### src/rtl/rs_dec.sv
// rs_dec: streaming RS(N,N-2) decoder over GF(2^8), t=1 correction; define RS_CORRECTION_EN to enable correction, detect-only otherwise
module rs_dec #(
  parameter int N = 255
) (
  input  logic       clk,
  input  logic       reset,
  input  logic       CE,
  input  logic [7:0] input_byte,
  output logic [7:0] Out_byte,
  output logic       CEO,
  output logic       Valid_out
);
  localparam int K = N - 2;
  typedef enum logic [1:0] {IDLE, DECIDE, OUT} state_t;
  state_t state, state_nx;
  logic [7:0] idx, oidx, s0, s1, s1_nx, ss0, ss1, pos, pos_nx;
  logic wsel, rsel, last, ok, corr, ok_nx, corr_nx;
  logic [7:0] mem [2][N];
  function automatic logic [7:0] mul_a(input logic [7:0] x);
    return {x[6:0], 1'b0} ^ (x[7] ? 8'h1D : 8'h00);
  endfunction
  assign last = CE && idx == 8'(N - 1);
  assign s1_nx = mul_a(s1) ^ input_byte;
  // input side: symbol counter, Horner syndromes, block-end snapshot and ping-pong swap
  always_ff @(posedge clk or negedge reset)
    if (!reset) begin
      idx  <= '0;
      s0   <= '0;
      s1   <= '0;
      ss0  <= '0;
      ss1  <= '0;
      wsel <= 1'b0;
      rsel <= 1'b0;
    end else if (CE) begin
      idx <= last ? 8'd0 : idx + 8'd1;
      s0  <= last ? 8'd0 : s0 ^ input_byte;
      s1  <= last ? 8'd0 : s1_nx;
      if (last) begin
        ss0  <= s0 ^ input_byte;
        ss1  <= s1_nx;
        rsel <= wsel;
        wsel <= ~wsel;
      end
    end
  // symbol store; the half being read out is never the half being written
  always_ff @(posedge clk)
    if (CE) mem[wsel][idx] <= input_byte;
`ifdef RS_CORRECTION_EN
  logic [7:0] log_t [256];
  logic [7:0] a;
  logic [8:0] l;
  // discrete-log table, constant after elaboration
  always_comb begin
    for (int j = 0; j < 256; j++) log_t[j] = 8'd0;
    a = 8'd1;
    for (int i = 0; i < 255; i++) begin
      log_t[a] = 8'(i);
      a = mul_a(a);
    end
  end
  // locator: S1/S0 = alpha^L gives error at idx N-1-L with magnitude S0
  always_comb begin
    l = log_t[ss1] >= log_t[ss0] ? {1'b0, log_t[ss1]} - {1'b0, log_t[ss0]}
                                 : {1'b0, log_t[ss1]} + 9'd255 - {1'b0, log_t[ss0]};
    corr_nx = ss0 != 8'd0 && ss1 != 8'd0 && l < 9'(N);
    ok_nx = (ss0 == 8'd0 && ss1 == 8'd0) || corr_nx;
    pos_nx = 8'(N - 1) - l[7:0];
  end
`else
  // detect-only: any nonzero syndrome fails the block
  always_comb begin
    ok_nx = ss0 == 8'd0 && ss1 == 8'd0;
    corr_nx = 1'b0;
    pos_nx = 8'd0;
  end
`endif
  // output FSM next state; a completed block always restarts the decision
  always_comb begin
    state_nx = last ? DECIDE
             : state == DECIDE ? OUT
             : (state == OUT && oidx == 8'(K - 1)) ? IDLE : state;
  end
  // FSM state, output index and per-block decision registers
  always_ff @(posedge clk or negedge reset)
    if (!reset) begin
      state <= IDLE;
      oidx  <= '0;
      ok    <= 1'b0;
      corr  <= 1'b0;
      pos   <= '0;
    end else begin
      state <= state_nx;
      oidx  <= state == OUT ? oidx + 8'd1 : 8'd0;
      if (state == DECIDE) begin
        ok   <= ok_nx;
        corr <= corr_nx;
        pos  <= pos_nx;
      end
    end
  // registered data output; Out_byte holds between bursts
  always_ff @(posedge clk or negedge reset)
    if (!reset) begin
      Out_byte  <= '0;
      CEO       <= 1'b0;
      Valid_out <= 1'b0;
    end else if (state == OUT) begin
      Out_byte  <= mem[rsel][oidx] ^ (corr && oidx == pos ? ss0 : 8'h00);
      CEO       <= 1'b1;
      Valid_out <= ok;
    end else begin
      CEO       <= 1'b0;
      Valid_out <= 1'b0;
    end
endmodule

### config.mk
export PLATFORM = sky130hd
export DESIGN_NAME = rs_dec
export DESIGN_NICKNAME = d
export VERILOG_FILES = /design/src/rtl/rs_dec.sv
export SDC_FILE = /design/constraint.sdc
export NUM_CORES = 2
export LEC_CHECK = 0
export BUFFER_PORTS_ARGS = -buffer_cell sky130_fd_sc_hd__buf_4
export CAP_MARGIN = 20
export CELL_PAD_IN_SITES_DETAIL_PLACEMENT = 1
export CELL_PAD_IN_SITES_GLOBAL_PLACEMENT = 1
export CORE_MARGIN = 3
export CORE_UTILIZATION = 50
export CTS_CLUSTER_SIZE = 24
export DETAILED_ROUTE_END_ITERATION = 10
export HOLD_SLACK_MARGIN = 0.12
export PLACE_DENSITY_LB_ADDON = 0.3
export SYNTH_ARGS = -nofsm -noshare
export SYNTH_HDL_FRONTEND = slang
export SYNTH_SLANG_ARGS = --single-unit
### constraint.sdc
create_clock -name clk -period 2.5 [get_ports clk]
set_input_delay 0.375 -clock clk [delete_from_list [all_inputs] [get_ports clk]]
set_output_delay 0.375 -clock clk [all_outputs]
set_load 0.02 [all_outputs]
==> summary.txt <==
Timing
  – Hold WS: about 0.36 ns
  – Setup Skew: 0.0424 ns
  – Post-layout min period: 3.54 ns
  – Final Max Tran Viols: 0
  – Hold Fails Final Rpt: 0
  – Slew @ Worst Pin: 1.12 ns
  – PnR worst setup slack: -1.04 ns
  – RSZ-0062 raised after global routing: yes
  – Final setup vio count: 37
  – Setup TNS: -8.37 ns
  – Worst relative slew slack: between 20% and 30%
  – Fmax: approximately 280 MHz
  – Final Cycle Share: 142%

Global route
  – Pin count of the biggest net entering global routing: 139
  – Total GRT Usage: about a third
  – Total congestion overflow: 0
  – Vias in the first global route: 98,195
  – Antenna violations before repair: 42
  – First-pass GRT wire length: 767 mm

Synthesis
  – Ys flop type: edfxtp_1
  – FF+latch count, synth: 4,143
  – Synth warnings: 0
  – Post-synth net total: 8,100
  – Mapped cell area: 162,000 um^2
  – Syn Inst Count: 8,083
  – Top post-synthesis cells by area: edfxtp_1, mux4_2, mux2i_1, nor2_1, dfrtp_1
  – Synthesized area per cell: between 20 and 25 um^2
  – Ys async rst share: 1.52%
  – EDFF count, synth: 4,080
  – Top cell type's share of synthesized area: 75.8%
  – Synth area leader: edfxtp_1
  – Sequential share of the synthesized area: 76.8%
  – Yosys cell types: 74

Floorplanning
  – Die ar.: 330,000 um^2
  – Die width: 575 um
  – Core region area: about 320,000 um^2
  – Io pins: 21
  – Initial core utilization: 50.3%
  – Die Span Y: 575 um
  – Site Rows: around 210

Setup path
  – R2R Setup Slk: -1.04 ns
  – Cell mode on critical path: buf_12
  – Critical path's top delay family: compound AO/OA/AOI/OAI gates
  – CP required: 3.34 ns
  – CP Data Arrival Time: 4.38 ns
  – Crit. End Element: register
  – Critical Setup Path Class: register to register
  – CP Buf/Inv Count: 5
  – Slowest CP cell: mux4_2
  – Max FO, Critical Path: 15
  – Cell breakdown of the critical path: buf_12 -> buf_12 -> buf_12 -> buf_16 -> mux4_2 -> a22o_1 -> a211o_1 -> nand3_2 -> nand3_1 -> a211oi_4 -> buf_4 -> a211oi_1
  – CP max stage delay: 0.55 ns
  – Startpoint types: register

Status
  – Status: finished with violations
  – Violated checks: setup timing

Pwr
  – Comb power frac: 3.5%
  – Leakage: 62.3 nW
  – Power Density: 736 nW/um^2
  – P_int: 112 mW
  – Worst-case vdd ir drop: 658 uV
  – Clock power share: 42.8%
  – Psw: 31.2 mW
  – Sequential share of power: 53.7%
  – Sw Share: 21.8%

Drt
  – Post-route DRC: 0
  – DRT iter0 DRCs: ~14,000
  – Via-to-Cell Ratio: 6.60
  – Final ANT Viol Nets: 0
  – DR vias: 94,685
  – WL final: 547 mm
  – DR pass1 iterations: 6
  – Routed wire per std cell: around 38 um

Placed design
  – HPWL Detailed: 350 mm
  – IO buf count: 20
  – Routability cong.: around 0.9

Clock network
  – CTS tree: yes
  – Root buf cell: clkbuf_16
  – Clock buffers created by TritonCTS: 420
  – Clock sink count: 4,143
  – Worst-path clk slew: 0.06 ns
  – Clock Tree Buf Depth: 4
  – Worst-Skew Late Latency: between 1 and 1.5 ns
  – H-tree depth: 5

Layout
  – Final Net Count: 9,690
  – Synthesis-to-finish area growth: 20.3%
  – Layout cell share with drive strength beyond 1: about a third

Flow run
  – Max Cap Violations: 0

Hold path
  – Worst Hold Class: primary input to register
path summary, 6_finish.rpt:
check                                         from                 endpoint  depth (start not counted)
worst max-delay path              rsel$_DFFE_PN0P_  Out_byte[0]$_DFFE_PN0P_                         12
worst min-delay path                 input_byte[4]    mem[1][404]$_DFFE_PP_                          2
worst max register to register    rsel$_DFFE_PN0P_  Out_byte[0]$_DFFE_PN0P_                         12
worst min register to register  ss0[4]$_DFFE_PN0P_       ss0[4]$_DFFE_PN0P_                          2
max in group asynchronous                    reset       ss0[4]$_DFFE_PN0P_                          4
min in group asynchronous                    reset        s0[3]$_DFFE_PN0P_                          4
power by group through the flow:
| stage | Combinational (mW) | Sequential (mW) | Clock [mW] |
|---|---|---|---|
| floorplan | 1.09 | 78.2 | 0 |
| global placement | 4.43 | 78.3 | 0 |
| detailed placement | 4.66 | 78.3 | 0 |
| CTS | 4.73 | 76.8 | 61.6 |
| global route | 4.99 | 76.8 | 64.4 |
| finish | 4.94 | 76.8 | 61.3 |
sequential cells by signal, indices dropped and copies added, names as in the netlist:
| register | cells |
|---|---|
| mem | 4080 |
| s1 | 8 |
| state | 2 |
| Out_byte | 8 |
| oidx | 8 |
| CEO | 1 |
| Valid_out | 1 |
| ss1 | 8 |
| wsel | 1 |
| idx | 8 |
| s0 | 8 |
| ok | 1 |
| rsel | 1 |
| ss0 | 8 |
metrics by stage:
stage	cells	worst slack, ns	power [mW]	instance area (um^2)	util (%)
floorplan	8083	-0.0806	79.3	162000	-
global route	14323	-1.03	146	194000	60.5
detailed placement	13453	-1.43	83.0	179000	55.6
finish	14349	-1.04	143	194000	60.5
CTS	14280	-0.913	143	193000	60.2
global placement	13451	-1.85	82.7	179000	55.5
area by class of cell:
class / count / area, um^2
antenna: 28 / 70.1
clock buffer: 520 / 11000
clock inverter: 245 / 2110
tap: 4305 / 5390
fill: 27163 / 127000
multi-input combinational: 3406 / 35600
timing repair buffer: 1687 / 16100
inverter: 15 / 71.3
sequential: 4143 / 124000
synth_stat cells (9+ instances only):
master	count
a2111oi_0	30
a211o_1	39
a211oi_1	75
a21oi_1	125
a221o_1	22
a221oi_1	58
a22o_1	59
a22oi_1	56
a31oi_1	11
and3_1	9
buf_1	36
buf_2	101
buf_4	42
buf_6	87
buf_8	13
clkbuf_1	235
dfrtp_1	63
edfxtp_1	4080
inv_1	10
mux2_2	53
mux2i_1	594
mux4_1	14
mux4_2	707
nand2_1	306
nand2b_1	13
nand3_1	60
nand4_1	28
nor2_1	583
nor2b_1	14
nor3_1	33
nor4_1	19
o211ai_1	20
o21ai_0	79
o221ai_1	156
o22ai_1	119
o41ai_1	14
xnor2_1	19
xor2_1	9
worst register-to-register path, cell delays in order, from the launching register on:
cell,delay [ns]
dfrtp_4,0.46
buf_12,0.19
buf_12,0.19
buf_12,0.20
buf_16,0.21
mux4_2,0.56
a22o_1,0.28
a211o_1,0.30
nand3_2,0.14
nand3_1,0.18
a211oi_4,0.41
buf_4,0.21
a211oi_1,0.05
layer usage:
metal | global-route usage, % | wire length, um | up-vias
met5 | 0 | 253 | -
met2 | 50.5 | 256000 | 6880
li1 | - | - | 36631
met4 | 19.1 | 35300 | 38
met1 | 42.7 | 192000 | 49581
met3 | 7.95 | 64400 | 1555
repair_timing:
action                     CTS  global route
resized for setup          191           109
pin swaps                   29            36
gates cloned                11             5
hold buffers                12             0
buffers inserted            41            39
hold endpoints to repair   799             0
setup endpoints to repair  121           117
logic make-up after synthesis:
family	synth area share, %
mux	14.1
buf+inv	1.96
fa+ha+maj	0.0464
simple gates	2.80
xor+xnor	0.152
flops	76.8
compound gates	4.17
layout by cell type, fill, tap and decap left out, types with 33 or more instances in the layout:
cell       netlist  layout
edfxtp_1      4080    4080
buf_4           42    1397
mux4_2         707     711
mux2i_1        594     585
nor2_1         583     570
clkbuf_16        0     432
nand2_1        306     298
buf_12           5     194
o221ai_1       156     153
o22ai_1        119     118
a21oi_1        125     112
clkinv_1         3     110
clkbuf_1       235      92
clkinv_2         0      75
o21ai_0         79      71
a22o_1          59      57
dfrtp_1         63      54
a22oi_1         56      51
mux2_2          53      50
nand3_1         60      45
a211oi_1        75      44
a221oi_1        58      42
a211o_1         39      38
buf_6           87      33
No activity file was read; power rests on OpenSTA's default activity.
